$ cat config.mk
export PLATFORM = sky130hd
export DESIGN_NAME = lsu_mau
export DESIGN_NICKNAME = d
export VERILOG_FILES = /design/src/rtl/lsu_mau_pkg.sv /design/src/rtl/lsu_mau_tmo.sv /design/src/rtl/lsu_mau.sv
export SDC_FILE = /design/constraint.sdc
export NUM_CORES = 1
export LEC_CHECK = 0
export CAP_MARGIN = 20
export CORE_MARGIN = 5
export CORE_UTILIZATION = 45
export DETAILED_ROUTE_END_ITERATION = 6
export PLACE_DENSITY = 0.87
export SYNTH_ARGS = -nofsm -noshare
export SYNTH_HDL_FRONTEND = slang
export SYNTH_SLANG_ARGS = --single-unit
export TNS_END_PERCENT = 100
$ cat constraint.sdc
create_clock -name clk -period 2.6 [get_ports clk]
set_clock_uncertainty 0.2 [all_clocks]
set_input_delay 0.65 -clock clk [delete_from_list [all_inputs] [get_ports clk]]
set_output_delay 0.65 -clock clk [all_outputs]
set_load 0.01 [all_outputs]
$ cat src/rtl/lsu_mau_pkg.sv
// Shared definitions for the LSU memory access unit: bus widths, default
// ack timeout and the access FSM state encoding.
package lsu_mau_pkg;

  localparam int unsigned LSU_BYTE_W      = 8;
  localparam int unsigned LSU_ADDR_W      = 16;
  localparam int unsigned LSU_ACK_TIMEOUT = 15;

  typedef enum logic [1:0] {
    ST_IDLE = 2'd0,
    ST_LO   = 2'd1,
    ST_HI   = 2'd2,
    ST_FIN  = 2'd3
  } state_t;

endpackage

$ cat src/rtl/lsu_mau_tmo.sv
// Bus ack timeout counter. Counts cycles spent waiting for an ack and flags
// expiry in the ACK_TIMEOUT-th consecutive waiting cycle.
module lsu_mau_tmo #(
  parameter int unsigned ACK_TIMEOUT = 15
) (
  input  logic clk,
  input  logic rst,
  input  logic clr,
  input  logic en,
  output logic expired
);

  localparam int unsigned    CW    = (ACK_TIMEOUT < 2) ? 1 : $clog2(ACK_TIMEOUT + 1);
  localparam logic [CW-1:0]  LIMIT = CW'(ACK_TIMEOUT - 1);

  logic [CW-1:0] cnt;

  // Expiry is flagged combinationally in the last allowed waiting cycle so
  // the FSM can leave at the same edge that would complete the count.
  always_comb begin
    expired = en && (cnt == LIMIT);
  end

  // Wait-cycle counter; cleared on reset or state entry, saturates at expiry.
  always_ff @(posedge clk) begin
    if (rst || clr) begin
      cnt <= '0;
    end else if (en && !expired) begin
      cnt <= cnt + 1'b1;
    end
  end

endmodule

$ cat src/rtl/lsu_mau.sv
// LSU memory access unit: runs one 8- or 16-bit load/store as byte
// transactions on an 8-bit req/ack bus, with ack timeout abort.
module lsu_mau
  import lsu_mau_pkg::*;
#(
  parameter int unsigned ACK_TIMEOUT = LSU_ACK_TIMEOUT
) (
  input  logic                    clk,
  input  logic                    rst,
  input  logic [LSU_ADDR_W-1:0]   ea,
  input  logic                    start,
  input  logic                    we,
  input  logic                    wide,
  input  logic [2*LSU_BYTE_W-1:0] wdata,
  output logic                    busy,
  output logic                    done,
  output logic                    err,
  output logic [2*LSU_BYTE_W-1:0] rdata,
  output logic                    mem_req,
  output logic                    mem_we,
  output logic [LSU_ADDR_W-1:0]   mem_addr,
  output logic [LSU_BYTE_W-1:0]   mem_wdata,
  input  logic                    mem_ack,
  input  logic [LSU_BYTE_W-1:0]   mem_rdata
);

  state_t                  state, state_nx;
  logic [LSU_ADDR_W-1:0]   ea_q;
  logic [LSU_ADDR_W-1:0]   ea_hi;
  logic                    we_q;
  logic                    wide_q;
  logic [2*LSU_BYTE_W-1:0] wdata_q;
  logic                    tmo_clr;
  logic                    tmo_en;
  logic                    tmo_exp;

  // Wait counter restarts whenever the FSM changes state (entry to LO/HI).
  always_comb begin
    tmo_clr = (state_nx != state);
    tmo_en  = mem_req && !mem_ack;
  end

  lsu_mau_tmo #(
    .ACK_TIMEOUT(ACK_TIMEOUT)
  ) u_tmo (
    .clk    (clk),
    .rst    (rst),
    .clr    (tmo_clr),
    .en     (tmo_en),
    .expired(tmo_exp)
  );

  // State register.
  always_ff @(posedge clk) begin
    if (rst) begin
      state <= ST_IDLE;
    end else begin
      state <= state_nx;
    end
  end

  // Next-state logic; an ack in the expiry cycle takes priority over abort.
  always_comb begin
    state_nx = state;
    case (state)
      ST_IDLE: if (start) state_nx = ST_LO;
      ST_LO: begin
        if (mem_ack) state_nx = wide_q ? ST_HI : ST_FIN;
        else if (tmo_exp) state_nx = ST_FIN;
      end
      ST_HI:   if (mem_ack || tmo_exp) state_nx = ST_FIN;
      ST_FIN:  state_nx = ST_IDLE;
      default: state_nx = ST_IDLE;
    endcase
  end

  // Bus and status outputs decoded from state; the high byte address wraps.
  always_comb begin
    ea_hi     = ea_q + 1'b1;
    busy      = (state != ST_IDLE);
    done      = 1'b0;
    mem_req   = 1'b0;
    mem_we    = 1'b0;
    mem_addr  = '0;
    mem_wdata = '0;
    case (state)
      ST_LO: begin
        mem_req   = 1'b1;
        mem_we    = we_q;
        mem_addr  = ea_q;
        mem_wdata = wdata_q[LSU_BYTE_W-1:0];
      end
      ST_HI: begin
        mem_req   = 1'b1;
        mem_we    = we_q;
        mem_addr  = ea_hi;
        mem_wdata = wdata_q[2*LSU_BYTE_W-1:LSU_BYTE_W];
      end
      ST_FIN:  done = 1'b1;
      default: ;
    endcase
  end

  // Request capture, load data capture and error flag.
  always_ff @(posedge clk) begin
    if (rst) begin
      ea_q    <= '0;
      we_q    <= 1'b0;
      wide_q  <= 1'b0;
      wdata_q <= '0;
      rdata   <= '0;
      err     <= 1'b0;
    end else begin
      case (state)
        ST_IDLE: begin
          if (start) begin
            ea_q    <= ea;
            we_q    <= we;
            wide_q  <= wide;
            wdata_q <= wdata;
            rdata   <= '0;
            err     <= 1'b0;
          end
        end
        ST_LO: begin
          if (mem_ack) begin
            if (!we_q) rdata[LSU_BYTE_W-1:0] <= mem_rdata;
          end else if (tmo_exp) begin
            err <= 1'b1;
          end
        end
        ST_HI: begin
          if (mem_ack) begin
            if (!we_q) rdata[2*LSU_BYTE_W-1:LSU_BYTE_W] <= mem_rdata;
          end else if (tmo_exp) begin
            err <= 1'b1;
          end
        end
        default: ;
      endcase
    end
  end

endmodule

==> metrics.txt <==
status=finished, violations left; failing checks=negative setup slack; core area=6420 µm²; # IOs=91; ANT nets after route=0; switch share=37.3%; Gate Count Post-Synth=383; vias in the first global route=3,356; register area share after synthesis=38.0%; die area=8410 µm²; total grt overflow=0; DR pass1 iterations=5; multi-input logic area=1960 µm²; Die X=91.7 µm; sequential cell area=1160 µm²; Power Internal=0.00200 W; commonest cells in the netlist=82 x nand2_1, 57 x dfxtp_1, 41 x a21oi_1; delay-heaviest family, CP=simple AND/OR/NAND/NOR gates; Iteration-0 DRC Markers=195; setup TNS=-0.715 ns; top_reg_cell synth=dfxtp_1; Worst-Skew Late Latency=0.34 ns; Cell variety after synth=50; final hold vios=0; die height=91.7 µm; Comb power frac=43.2%; share of layout cells above drive strength 1=29.4%; Max Cap Viol=0; Worst-path clk slew=0.07 ns; initial core utilization=46.8%; Post-CTS Hold Buffers=0; final setup margin=-0.169 ns; RePlAce Congestion=0.943; post-route minimum period=2.77 ns; Slew headroom=62.2%; Syn-to-layout area delta=58.4%; part of the cycle the worst path needs=106%; final non-filler cell area=4760 µm²; Yosys top cell area share=38.0%; Yosys reg bits=57; CP Max Fanout=6; antenna cell count=0; placed inst area=4240 µm²; mean post-synth cell area=7.85 µm²; GRT Resource Usage Total=23.4%; Startpoint Class=flop; post-DR wirelength/cell=17.0 µm; CTS tree=built; Setup CP Type=reg2out; power per standard cell area=671 nW/µm²; largest net degree at the start of global routing=37; DPL Wire Length=6710 µm; number of buffers added on ports=90; WP buf/inv=2; syn nets=437; Hold Crit Class=reg2reg; number of fill cells=448; Worst-Margin Slew=0.562 ns; CTS Buf Count=9; total wire length=10,200 µm; Site Rows=29; most frequent cell after synthesis=nand2_1; power share of the clock group=23.6%; Slew Viols, Final=0; CP peak stage delay=0.37 ns; area leader, netlist=dfxtp_1; clk buf depth=2; Worst path slowest cell=dfxtp_2; post-synthesis async set-or-reset flop share=0%; unrepaired setup endpoints after global routing=yes; Synth area leaders=dfxtp_1 38%, nand2_1 10%, a21oi_1 6.8%; worst slack, placed=-0.278 ns; Lkg Pwr=1.97 nW; Root Buffer=clkbuf_8; crit end category=output pin; initial antenna violation count=0; Post-Syn Area=3010 µm²; Worst EP required=1.75 ns; CP Cell Sequence=buf_12, ha_4, and4_1, nand2b_1, or3_1, a21oi_1, buf_2; fmax=0.361 GHz; clock sinks=57; drt via density=5.59; global-route wire length before repair=16,100 µm; CTS HTree Levels=3; DR DRC count=0; Syn. warnings=0; Worst VDD drop=0.486 mV; CP Data Arrival Time=1.92 ns; Sw Pwr=0.00119 W; R2R setup slack=0.23 ns; part of the power in registers=33.2%; Vias=3,351; Post-synth EDFFs=0; Final nets=572; final setup vio count=9
## cell type report
| type | instances | area share (%) |
|---|---|---|
| multi-input cells | 292 | 41.2 |
| inverters | 10 | 0.946 |
| well taps | 77 | 2.02 |
| clock buffers | 10 | 2.89 |
| repair buffers | 148 | 27.6 |
| clock inverters | 6 | 0.920 |
| flip-flops and latches | 57 | 24.4 |
## cell families after synthesis
group	Yosys count	share of synthesized area, %
simple gates	176	28.5
compound gates	90	19.5
flops	57	38.0
buf+inv	34	4.75
mux	17	5.66
fa+ha+maj	8	3.33
xor+xnor	1	0.291
## path summary, 6_finish.rpt
kind                       end  startpoint  cells after the start
setup / recovery  mem_addr[10]    state[1]                      7
hold / removal            we_q        we_q                      2
setup reg to reg  u_tmo.cnt[2]    state[0]                      8
hold reg to reg           we_q        we_q                      2
## metal layers
layer | wire (µm) | up-vias | global-route usage (%) | part of all wire [%]
li1 | - | 1598 | - | -
met1 | 4050 | 1577 | 28.6 | 40
met2 | 5130 | 147 | 39.9 | 50
met3 | 767 | 29 | 5.16 | 7.5
met4 | 252 | 0 | 9.28 | 2.5
met5 | 0 | - | 0 | 0
## metrics by stage
stage | hold slack, ns | power, W | instances | utilization, %
after floorplan | 0.236 | 0.00172 | 383 | -
after global placement | 0.242 | 0.00220 | 569 | 66.0
after detailed placement | 0.247 | 0.00225 | 569 | 66.0
after CTS | 0.261 | 0.00311 | 595 | 72.3
after global routing | 0.283 | 0.00337 | 600 | 74.1
final | 0.267 | 0.00320 | 600 | 74.1
## placed cells by master, fill, tap and decap left out, drive strengths merged, types with 2 or more instances in the layout
| master | synthesis | final |
|---|---|---|
| a21oi | 41 | 41 |
| ha | 8 | 8 |
| nor2 | 34 | 34 |
| o21ai | 12 | 12 |
| clkdlybuf4s50 | 0 | 63 |
| nand3b | 4 | 4 |
| a311oi | 3 | 3 |
| nand3 | 7 | 7 |
| a211oi | 5 | 5 |
| nor2b | 2 | 2 |
| o21a | 3 | 3 |
| nor3b | 4 | 4 |
| nor4 | 7 | 7 |
| a31oi | 4 | 4 |
| nand2 | 82 | 82 |
| and4 | 2 | 2 |
| dfxtp | 57 | 57 |
| inv | 9 | 10 |
| buf | 9 | 79 |
| clkinvlp | 0 | 4 |
| nor3 | 5 | 5 |
| clkbuf | 15 | 14 |
| and2 | 19 | 19 |
| mux2i | 17 | 17 |
| nand2b | 3 | 3 |
| o31ai | 2 | 2 |
| a41oi | 2 | 2 |
| a22oi | 9 | 9 |
| nand4 | 4 | 4 |
| and3 | 2 | 2 |
| clkinv | 1 | 2 |
## tightest hold or removal path, stage by stage (launching register included)
cell and delay, ns:
dfxtp_1 0.32, nand2_1 0.05, a21oi_1 0.05
## sequential cells by signal, indices dropped and copies added (netlist names)
name and flops:
ea_q 16, err 1, rdata 16, state 2, u_tmo.cnt 4, wdata_q 16, we_q 1, wide_q 1
## timing repair
action                                  4_1_cts  5_1_grt
setup buffers                                10        6
pin swaps                                     9       15
hold endpoints to repair                      0        0
endpoints found under the setup margin       26       22
resized for setup                           144       38
## power by group through the flow
stage | logic (W) | registers [W] | clock network [W]
finish | 0.00138 | 0.00106 | 0.000755
global route | 0.00150 | 0.00107 | 0.000807
CTS | 0.00130 | 0.00105 | 0.000762
detailed placement | 0.00120 | 0.00105 | 0
global placement | 0.00116 | 0.00105 | 0
floorplan | 0.000658 | 0.00106 | 0
No activity file was read; power rests on OpenSTA's default activity.
